$ cat src/rtl/cpu_sequencer.sv
// cpu_sequencer: accumulator-machine instruction sequencer.
// Fetches a one-byte opcode plus an optional operand-address byte from a
// 16-byte memory and executes LD/ADD/SUB/AND/OR/STO/HALT on an 8-bit acc.
// Optional feature macro: SINGLE_STEP_EN adds the 'step' input, which gates
// advancement out of FETCH_OP.
//
// state       | meaning
// ------------+-------------------------------------------------------
// FETCH_OP    | read opcode byte at pc into ir, pc+1
// FETCH_ADDR  | read operand-address byte at pc into mar, pc+1
// READ_OPND   | read operand at mar into mdr
// EXEC        | apply ALU op to acc / flags
// STORE       | drive acc to mem[mar] with mem_sto_n low for one cycle
// HALTED      | frozen until reset
`timescale 1ns/1ps

module cpu_sequencer #(
  parameter logic [3:0] START_ADDR = 4'h0
) (
  input  logic       clk,
  input  logic       rst_n,
`ifdef SINGLE_STEP_EN
  input  logic       step,
`endif
  output logic [3:0] mem_addr,
  input  logic [7:0] mem_rdata,
  output logic [7:0] mem_wdata,
  output logic       mem_sto_n,
  output logic [7:0] acc,
  output logic [3:0] pc,
  output logic       zero,
  output logic       carry,
  output logic       halted
);

  typedef enum logic [2:0] {
    S_FETCH_OP   = 3'd0,
    S_FETCH_ADDR = 3'd1,
    S_READ_OPND  = 3'd2,
    S_EXEC       = 3'd3,
    S_STORE      = 3'd4,
    S_HALTED     = 3'd5
  } state_t;

  localparam logic [3:0] OP_LD  = 4'h0;
  localparam logic [3:0] OP_ADD = 4'h1;
  localparam logic [3:0] OP_SUB = 4'h2;
  localparam logic [3:0] OP_AND = 4'h3;
  localparam logic [3:0] OP_OR  = 4'h4;
  localparam logic [3:0] OP_STO = 4'h5;
  localparam logic [7:0] HALT_BYTE = 8'h16;

  state_t     r_state;
  logic [3:0] r_pc;
  logic [7:0] r_acc;
  logic       r_zero;
  logic       r_carry;
  logic [7:0] r_ir;
  logic [3:0] r_mar;
  logic [7:0] r_mdr;
  logic       r_sto_n;
  logic       r_halted;

  logic       w_advance;
  logic       w_op_valid;
  logic [3:0] w_op;
  logic [8:0] w_sum;
  logic [8:0] w_diff;
  logic [7:0] w_acc_next;
  logic       w_carry_next;

`ifdef SINGLE_STEP_EN
  assign w_advance = step;
`else
  assign w_advance = 1'b1;
`endif

  // Opcodes 0..6 under the 0001 prefix are real instructions; everything
  // else (other prefixes, 7..F) falls through as a two-byte NOP.
  assign w_op       = r_ir[3:0];
  assign w_op_valid = (r_ir[7:4] == 4'b0001) && (r_ir[3:0] <= 4'h6);

  assign w_sum  = {1'b0, r_acc} + {1'b0, r_mdr};
  assign w_diff = {1'b0, r_acc} - {1'b0, r_mdr};

  // ALU result for the EXEC cycle; carry is only touched by ADD and SUB.
  always_comb begin
    w_acc_next   = r_acc;
    w_carry_next = r_carry;
    case (w_op)
      OP_LD:  w_acc_next = r_mdr;
      OP_ADD: begin
        w_acc_next   = w_sum[7:0];
        w_carry_next = w_sum[8];
      end
      OP_SUB: begin
        w_acc_next   = w_diff[7:0];
        w_carry_next = w_diff[8];
      end
      OP_AND: w_acc_next = r_acc & r_mdr;
      OP_OR:  w_acc_next = r_acc | r_mdr;
      default: ;
    endcase
  end

  // Main sequencer FSM; strobe and halted flag are registered alongside state
  // so they both clear asynchronously with reset.
  always_ff @(posedge clk or negedge rst_n) begin
    if (!rst_n) begin
      r_state  <= S_FETCH_OP;
      r_pc     <= START_ADDR;
      r_acc    <= 8'h00;
      r_zero   <= 1'b0;
      r_carry  <= 1'b0;
      r_ir     <= 8'h00;
      r_mar    <= 4'h0;
      r_mdr    <= 8'h00;
      r_sto_n  <= 1'b1;
      r_halted <= 1'b0;
    end else begin
      r_sto_n <= 1'b1;
      case (r_state)
        S_FETCH_OP: begin
          if (w_advance) begin
            r_ir <= mem_rdata;
            r_pc <= r_pc + 4'h1;
            if (mem_rdata == HALT_BYTE) begin
              r_state  <= S_HALTED;
              r_halted <= 1'b1;
            end else begin
              r_state <= S_FETCH_ADDR;
            end
          end
        end
        S_FETCH_ADDR: begin
          r_mar <= mem_rdata[3:0];
          r_pc  <= r_pc + 4'h1;
          if (w_op_valid && (w_op == OP_STO)) begin
            r_state <= S_STORE;
            r_sto_n <= 1'b0;
          end else if (w_op_valid) begin
            r_state <= S_READ_OPND;
          end else begin
            r_state <= S_FETCH_OP;
          end
        end
        S_READ_OPND: begin
          r_mdr   <= mem_rdata;
          r_state <= S_EXEC;
        end
        S_EXEC: begin
          r_acc   <= w_acc_next;
          r_carry <= w_carry_next;
          r_zero  <= (w_acc_next == 8'h00);
          r_state <= S_FETCH_OP;
        end
        S_STORE: begin
          r_state <= S_FETCH_OP;
        end
        S_HALTED: begin
          r_state  <= S_HALTED;
          r_halted <= 1'b1;
        end
        default: begin
          r_state <= S_FETCH_OP;
        end
      endcase
    end
  end

  assign mem_addr  = ((r_state == S_READ_OPND) || (r_state == S_STORE)) ? r_mar : r_pc;
  assign mem_wdata = r_acc;
  assign mem_sto_n = r_sto_n;
  assign acc       = r_acc;
  assign pc        = r_pc;
  assign zero      = r_zero;
  assign carry     = r_carry;
  assign halted    = r_halted;

endmodule

$ cat config.mk
export PLATFORM = sky130hd
export DESIGN_NAME = cpu_sequencer
export DESIGN_NICKNAME = d
export VERILOG_FILES = /design/src/rtl/cpu_sequencer.sv
export SDC_FILE = /design/constraint.sdc
export NUM_CORES = 1
export LEC_CHECK = 0
export BUFFER_PORTS_ARGS = -buffer_cell sky130_fd_sc_hd__buf_4
export CAP_MARGIN = 20
export CORE_ASPECT_RATIO = 1.5
export CORE_MARGIN = 2
export CORE_UTILIZATION = 53
export CTS_CLUSTER_DIAMETER = 150
export CTS_CLUSTER_SIZE = 10
export DETAILED_ROUTE_END_ITERATION = 6
export PLACE_DENSITY_LB_ADDON = 0.15
export SYNTH_ARGS = -nofsm -noshare
export SYNTH_HDL_FRONTEND = slang
export SYNTH_SLANG_ARGS = --single-unit
$ cat constraint.sdc
create_clock -name clk -period 2.3 [get_ports clk]
set_clock_uncertainty 0.2 [all_clocks]
set_input_delay 0.46 -clock clk [delete_from_list [all_inputs] [get_ports clk]]
set_output_delay 0.46 -clock clk [all_outputs]
set_load 0.1 [all_outputs]
* After elaboration in Yosys (flattened, before gate mapping)
Cells that the tools add are included.
** Operators by class
- Add/subtract/negate cells :: 3
- Muxes and demuxes :: 11
- Equality and inequality tests :: 13
- Reduce and logical (&&, ||, !) cells :: 11
- Bitwise gates (word level) :: 2
- $lt $le $gt $ge :: 1
** Operators with widths (number)
- $pmux 8 s5 :: 1
- $pmux 3 s4 :: 1
- $add 8x8->9 :: 1
- $sub 8x8->9 :: 1
- $and 8x8->8 :: 1
- $eq 4x1->1 const B :: 2
- $eq 4x2->1 const B :: 2
- $eq 4x3->1 const B :: 2
- $eq 8x5->1 const B :: 1
- $logic_not 8->1 :: 1
- $or 8x8->8 :: 1
- $eq 3x2->1 const B :: 2
- $eq 3x3->1 const B :: 2
- $mux 3 :: 2
- $add 4x1->4 const B :: 1
- $le 4x3->1 const B :: 1
- $logic_not 4->1 :: 1
- $mux 4 :: 1
- $pmux 1 s2 :: 2
- $reduce_and 2->1 :: 2
- $reduce_bool 2->1 :: 2
- $eq 3x1->1 const B :: 1
- $logic_not 3->1 :: 1
- $mux 1 :: 3
- other kinds (5) :: 6
** Word-level totals
- Register bits :: 39
- Input port bits :: 10
- Output and inout port bits :: 28
- Logic and storage cells :: 51

* Longest topological paths before layout
Gate-level depths: netlist (run 1).
- Word-level depth :: 5
- Depth in mapped cells :: 10
- Gate-level depth less buffers :: 10

* Least setup slack after synthesis (run 1)
Ideal clock, no wire load.
- Path kind :: reg-to-reg
- Start point :: register r_acc[0] (netlist: acc[0])
- End point :: register r_zero (netlist: zero)
- Clock period less this slack :: 3.244 ns
- Setup time :: 0.095 ns
- Cell stages (with the launch flop) :: 11
- Slack :: -0.944 ns
- Data arrival time :: 2.948 ns
- Path buffers :: 0
- Cells stage by stage :: dfrtp_1 inv_1 ha_1 fa_1 nor2_1 a21oi_1 nor3_1 a2111oi_0 and3_1 o2111ai_1 o31ai_1
** On the way
- Word-level cells in the longest chain between the ends :: 3
** Ends and longest elaborated chain
- start: declaration :: RTL line 55 : logic [7:0] r_acc;
- start signal: assignment :: RTL line 152 : r_acc <= w_acc_next;
- $sub 8x8->9 (tied with other cells) :: RTL line 84 : assign w_diff = {1'b0, r_acc} - {1'b0, r_mdr};
- $pmux 8 s5 * :: RTL line 90 : case (w_op)
- $logic_not 8->1 * :: RTL line 154 : r_zero <= (w_acc_next == 8'h00);
- end signal: assignment :: RTL line 154
- end: declaration :: RTL line 56 : logic r_zero;
Mark *: on every way between the ends. The rest lies on a longest branch, timed or not.
A chain may end at the register's enable or synchronous reset.

* Final worst setup path (run 1)
Ends and elaborated chain as after synthesis.

==> results of run 1 <==
==> worst reg2reg max path, stage by stage, from the launching register on <==
cell       delay (ns)
dfrtp_4          0.45
inv_4            0.05
ha_4             0.15
fa_1             0.47
nor2_1           0.05
a21oi_1          0.13
nor3_1           0.07
a2111oi_2        0.40
and3_1           0.26
o2111ai_2        0.10
o31ai_1          0.23
==> through the flow <==
step	std cells	instance area [um^2]	utilization (%)	hold WS (ns)
CTS	493	4100	75.2	0.191
floorplan	329	3130	-	-0.0356
finish	493	4120	75.6	0.196
global route	493	4120	75.6	0.201
detailed placement	482	3870	71.0	0.254
global placement	482	3870	71.0	0.251
==> sequential cells by signal, summed over array words and instances, names as in the netlist, 3 cells and up <==
signal,cells
pc,4
r_state,3
acc,8
r_ir,8
r_mdr,8
r_mar,4
==> cell type report <==
type / instances / area [um^2] / share of cell area, %
clock buffers: 6 / 72.6 / 1.76
clock inverters: 2 / 37.5 / 0.911
inverters: 28 / 115 / 2.79
multi-input cells: 236 / 1910 / 46.3
flip-flops and latches: 39 / 1010 / 24.4
well taps: 70 / 87.6 / 2.13
repair buffers: 112 / 893 / 21.7
==> routing by layer <==
| layer | GRT usage (%) | vias up | routed length, um |
|---|---|---|---|
| met4 | 14.1 | 0 | 307 |
| met3 | 3.63 | 29 | 422 |
| li1 | - | 1339 | - |
| met1 | 36.5 | 1377 | 3600 |
| met5 | 0 | - | 0 |
| met2 | 54.4 | 140 | 4750 |
==> cells in the mapped netlist (2+ instances only) <==
master     number
or4_1           2
o2111ai_1       2
nor3_1          8
o21a_1          4
nor2_1         20
a32o_1          2
mux2_2         17
buf_4          10
xor2_1          2
a221oi_1        2
nand2_1        26
nand4_1         2
buf_2           9
o21bai_1        4
xnor2_1         7
o31ai_1         4
nor2b_1         4
a21o_1          3
a32oi_1         2
nor4_1          3
a2111oi_0       2
a211oi_1        4
fa_1            2
clkbuf_1        6
o21ai_1         3
a21oi_1        23
nand3_1         4
a31oi_1         2
nand2b_1        6
o21ai_0        16
or2_1           2
and2_1          2
inv_2           3
dfrtp_1        38
inv_1          24
ha_1           26
mux2i_1         4
or4b_1          2
a2bb2oi_2       2
o22ai_1         4
==> repair_timing <==
item | 4_1_cts | 5_1_grt
hold buffers | 1 | 0
pin swaps | 2 | 3
endpoints found under the setup margin | 13 | 13
hold endpoints to repair | 38 | 0
setup buffers | 2 | 0
resized for setup | 25 | 6
==> cells by family after synthesis <==
group | count (synthesis)
AOI/OAI and AO/OA | 90
and+or+nand+nor | 88
buffers and inverters | 54
DFF | 39
adders and majority gates | 28
muxes | 21
xor gates and xnor gates | 9
==> worst max path at each step <==
stage	slack, ns	to	start	cells after the start
after global routing	-0.42	zero	acc[0]	10
after detailed placement	-0.38	zero	r_mdr[0]	10
final	-0.34	zero	acc[0]	10
after floorplan	-0.42	zero	acc[0]	10
after global placement	-0.26	zero	acc[0]	10
after CTS	-0.26	zero	acc[0]	10
==> layout by cell type, fill, tap and decap left out, drive strengths merged, types with 6 or more instances in the layout <==
cell	instances
buf	111
nor3	9
clkbuf	6
o21ai	20
mux2	17
xnor2	7
a21oi	23
inv	28
nand2	26
dfrtp	38
nand2b	6
ha	26
nor2	21
==> results.md, run 1 <==
* Outcome: finished, violations left
* Failing checks: setup timing
* CP max stage cell: fa_1
* Gr usage total at 30.6%
* Syn_area_per_cell at ~9.0 um^2
* Fin. max-slew vios at 0
* Relative slew slack at 59.6%
* Multiplexer share of the synthesized area at 7.78%
* Post-synth EDFFs at 0
* Hold WC Path Type: input pin to flop
* Fraction of registers with async set/reset at 100%
* Register-to-register setup slack at -0.34 ns
* Critical Path, Cell by Cell: inv_4, ha_4, fa_1, nor2_1, a21oi_1, nor3_1, a2111oi_2, and3_1, o2111ai_2, o31ai_1
* Adder-Cell Fraction of Synth Area at between 10 and 15%
* Crit path launch type: flop
* WHS Endpoint: r_mdr[4]
* Final TNS setup at -1.13 ns
* Share of cells above drive strength 1 at 44.0%
* Core box area at 5450 um^2
* First-pass DRT Iterations at 5
* Max Clk Rate at 379 MHz
* WP data arrival at 2.65 ns
* Synth Area in Compound Gates at 20.7%
* Setup WS pre-CTS at -0.377 ns
* Tcrit/Tclk final at 115%
* Dominant synthesized flop cell: dfrtp_1
* Final Wtd Congestion at 0.959
* Detailed Place HPWL at 6750 um
* I/O pin cnt at 38
* CTS tree: done
* Core Rows at 33
* Slew @ Worst Pin at 0.606 ns
* Clock sinks at 39
* Hold depth at 3
* Net Count, Synth at 367
* Post-synth top area cell: dfrtp_1
* Top delay family on crit path: compound AO/OA/AOI/OAI gates
* Mapped Area at 2970 um^2
* Worst-skew pair later-pin latency at about 0.30 ns
* R2r startpoint: acc[0]
* Tmin final at roughly 2.6 ns
* Critical path's largest stage delay at 0.47 ns
* Vias in the first global route at 2946
* IO Port Bufs at 37
* Worst-path fanout max at 3
* Setup-failing EPs final at 7
* Hold path start: mem_rdata[4]
* DRT Wirelength at ~9100 um
* DR vias at 2885
* Synth unique cells at 61
* Starting density of the core at between 50 and 60%
* CTS Buffer Depth at 2
* Remaining global-route overflow at 0
* WL/cell at 18.4 um
* RSZ-0062 raised after global routing: yes
* R2r endpoint: zero
* XOR/XNOR share of the synthesized area at 2.65%
* Max Cap Viol at 0
* Synth Area in Simple Gates at 14.9%
* Layout area overhead at 38.5%
* Post-synth top area share at roughly a third
* Largest family of logic cells by synthesized area: compound AO/OA/AOI/OAI gates
* Diode count at 0
* #FFs+latches synth at 39
* CP Buf/Inv Count at 1
* Synth warn at 0
* Global-route wire length before repair at ~14000 um
* Routed vias/inst at 5.85
* Die Span X at 65.2 um
* Fillcell total at 385
* Mapped Cells at between 300 and 400
* Htree depth at 2
* Antenna violations before repair at 0
* Die H at 95.7 um
* CTS clk-pin slew, worst paths at ~0.09 ns
* Die area at 6240 um^2
* Clock root cell: clkbuf_8
* Residual DRC at 0
* Area contributors post-synth: dfrtp_1, ha_1, mux2_2, a21oi_1, nand2_1
* Sequential area share after synthesis at 32.9%
* CTS Buf Count at 5
* Final worst slack at -0.336 ns
* Required time of the critical path at 2.31 ns
* Setup CP Type: flop to flop
* Crit. End Element: flop
* Final Hold Viols at 0
* Antenna-violating nets left at 0
* Iter 0 DRT Violations at 249
* Nets at 460
* Path depth of the worst reg2reg path at 10
* Largest net degree at the start of global routing at 40
Power of run 1 is not shown: default switching activity piles up to over one toggle a cycle in this logic, so the estimate is an artifact.
==> run 2: changes to the inputs <==
CORE_ASPECT_RATIO = unset   (was 1.5)
==> run 2 against run 1 <==
  * The run ends with DRC, setup timing left
  * Utilization grew 0.40 points
  * Routed wire length decreased by 3.5%
  * Highest routed layer unchanged
  * Worst hold slack worse by 0.0024 ns
  * Worst setup slack lost 0.024 ns
  * Die area down 0.20%
  * Via count is 0.45% higher
  * Register-to-register slack got worse by 0.02 ns
==> results.md, run 2 (synthesized netlist as in run 1, its figures left out) <==
* Outcome: finished, violations left
* Failing checks: DRC, setup timing
* Final Cell Area at 4160 um^2 (+0.94%)
* First-pass DRT Iterations at 7 (+2)
* Relative slew slack at 49.7% (-9.9 points)
* Core Rows at 27 (-18%)
* Top layer in use: met4
* Max Clk Rate at 376 MHz (-0.89%)
* Final Hold Viols at 0 (unchanged)
* CTS Buf Count at 5 (unchanged)
* Starting density of the core at 54.3% (-0.22 points)
* Crit path launch type: flop
* Global-route wire length before repair at 14100 um (-2.9%)
* Met1 Wirelength at 3740 um (+4.0%)
* Iter 0 DRT Violations at 269 (+8.0%)
* Final TNS setup at -0.994 ns (+0.134 ns)
* Commonest non-fill, non-tap cells in the layout: buf_4, dfrtp_1, nand2_1
* Antenna-violating nets left at 0 (unchanged)
* Htree depth at 2 (unchanged)
* Share of cells above drive strength 1 at 45.4% (+1.4 points)
* Slew @ Worst Pin at 0.749 ns (+0.143 ns)
* Max Cap Viol at 0 (unchanged)
* Die Span X at 78.9 um (+21%)
* Cell count after placement at 481 (-0.21%)
* Met3 wire len at 578 um (+37%)
* DRT Wirelength at 8760 um (-3.5%)
* WP data arrival at 2.66 ns (about the same)
* Hold depth at 3 (unchanged)
* Fin cells at 495 (+0.41%)
* WL/cell at 17.7 um (-3.9%)
* CTS clk-pin slew, worst paths at 0.09 ns (about the same)
* Worst-path fanout max at 3 (unchanged)
* Detailed Place HPWL at 6420 um (-4.8%)
* Met2 WL post-DR at 4160 um (-12%)
* Fillcell total at 373 (-3.1%)
* Die H at 78.9 um (-18%)
* Required time of the critical path at 2.30 ns (about the same)
* Diode count at 0 (unchanged)
* Setup CP Type: flop to flop
* Die area at 6230 um^2 (-0.20%)
* RSZ-0062 raised after global routing: yes
* Antenna violations before repair at 0 (unchanged)
* Layout area overhead at 39.8%
* Setup-failing EPs final at 6 (-1)
* Remaining global-route overflow at 0 (unchanged)
* Tcrit/Tclk final at 116% (+1.0 points)
* Gr usage total at 29.5% (-1.1 points)
* Area occupied by multi-input gates at 1960 um^2 (+2.7%)
* Clock sinks at 39 (unchanged)
* Commonest non-fill, non-tap cell in the layout: buf_4
* Fin. max-slew vios at 0 (unchanged)
* CTS tree: done
* Routed vias/inst at 5.85 (about the same)
* CTS Buffer Depth at 2 (unchanged)
* Final worst slack at -0.360 ns (-0.0238 ns)
* Clock root cell: clkbuf_8
* Nets at 460 (unchanged)
* Final Wtd Congestion at 0.950 (-0.91%)
* I/O pin cnt at 38 (unchanged)
* Core box area at 5470 um^2 (+0.41%)
* Crit. End Element: flop
* Hold WC Path Type: input pin to flop
* Worst-skew pair later-pin latency at 0.30 ns (about the same)
* Residual DRC at 1 (+1)
* DR vias at 2898 (+0.45%)
* Tmin final at 2.66 ns (+0.0238 ns)
* Path depth of the worst reg2reg path at 10 (unchanged)
* Register area at 1010 um^2 (unchanged)
* IO Port Bufs at 37 (unchanged)
* Vias in the first global route at 2723 (-7.6%)
* Largest net degree at the start of global routing at 40 (unchanged)
* Post-DP Area at 3850 um^2 (-0.52%)
-- run 2: cell count changes in the layout (fill, tap and decap cells not counted), moves of 2 or more --
cell	before	now
buf_12	4	1
buf_6	0	2
buf_8	0	2
o21ai_0	15	13
xnor2_1	7	5
xnor2_2	0	2
-- run 2: cell type report --
cell class                 count  share of cell area [%]
clock buffer                   6                    1.75
inverter                      28                    2.77
clock inverter                 2                   0.903
tap                           72                    2.17
timing repair buffer         112                    21.1
sequential                    39                    24.2
multi-input combinational    236                    47.1
-- run 2: layer usage --
metal | vias to the layer above | GRT usage (%)
li1 | 1343 | -
met1 | 1354 | 40.6
met2 | 165 | 47.4
met3 | 36 | 4.20
met4 | 0 | 11.0
met5 | - | 0
-- run 2: path summary, 6_finish.rpt --
check / to / start / slack, ns
setup / recovery: zero / acc[0] / -0.36
max in group asynchronous: acc[6] / rst_n / 1.00
hold / removal: r_ir[3] / mem_rdata[3] / 0.19
setup reg to reg: zero / acc[0] / -0.36
hold reg to reg: halted / halted / 0.28
min in group asynchronous: r_ir[2] / rst_n / 0.49
-- run 2: what timing repair did --
item                                    CTS  global route
setup buffers                             3             2
hold buffers                              1             0
endpoints found under the setup margin   13            13
hold endpoints to repair                 38             0
pin swaps                                 6             9
resized for setup                        19            21
-- run 2: critical path, cell delays in order, from the launching register on --
cell and delay, ns:
dfrtp_4 0.46, inv_4 0.04, ha_4 0.15, fa_2 0.51, nor2_1 0.04, a21oi_1 0.14, nor3_1 0.07, a2111oi_2 0.35
and3_1 0.21, o2111ai_1 0.12, o31ai_1 0.25
-- run 2: metrics by stage --
stage	setup WS [ns]	util [%]	hold WS [ns]
floorplan	-0.416	-	-0.0356
global placement	-0.298	70.3	0.250
detailed placement	-0.351	70.3	0.261
CTS	-0.268	74.0	0.182
global route	-0.470	76.0	0.212
finish	-0.360	76.0	0.193
Power of run 2 is left out for the same reason.
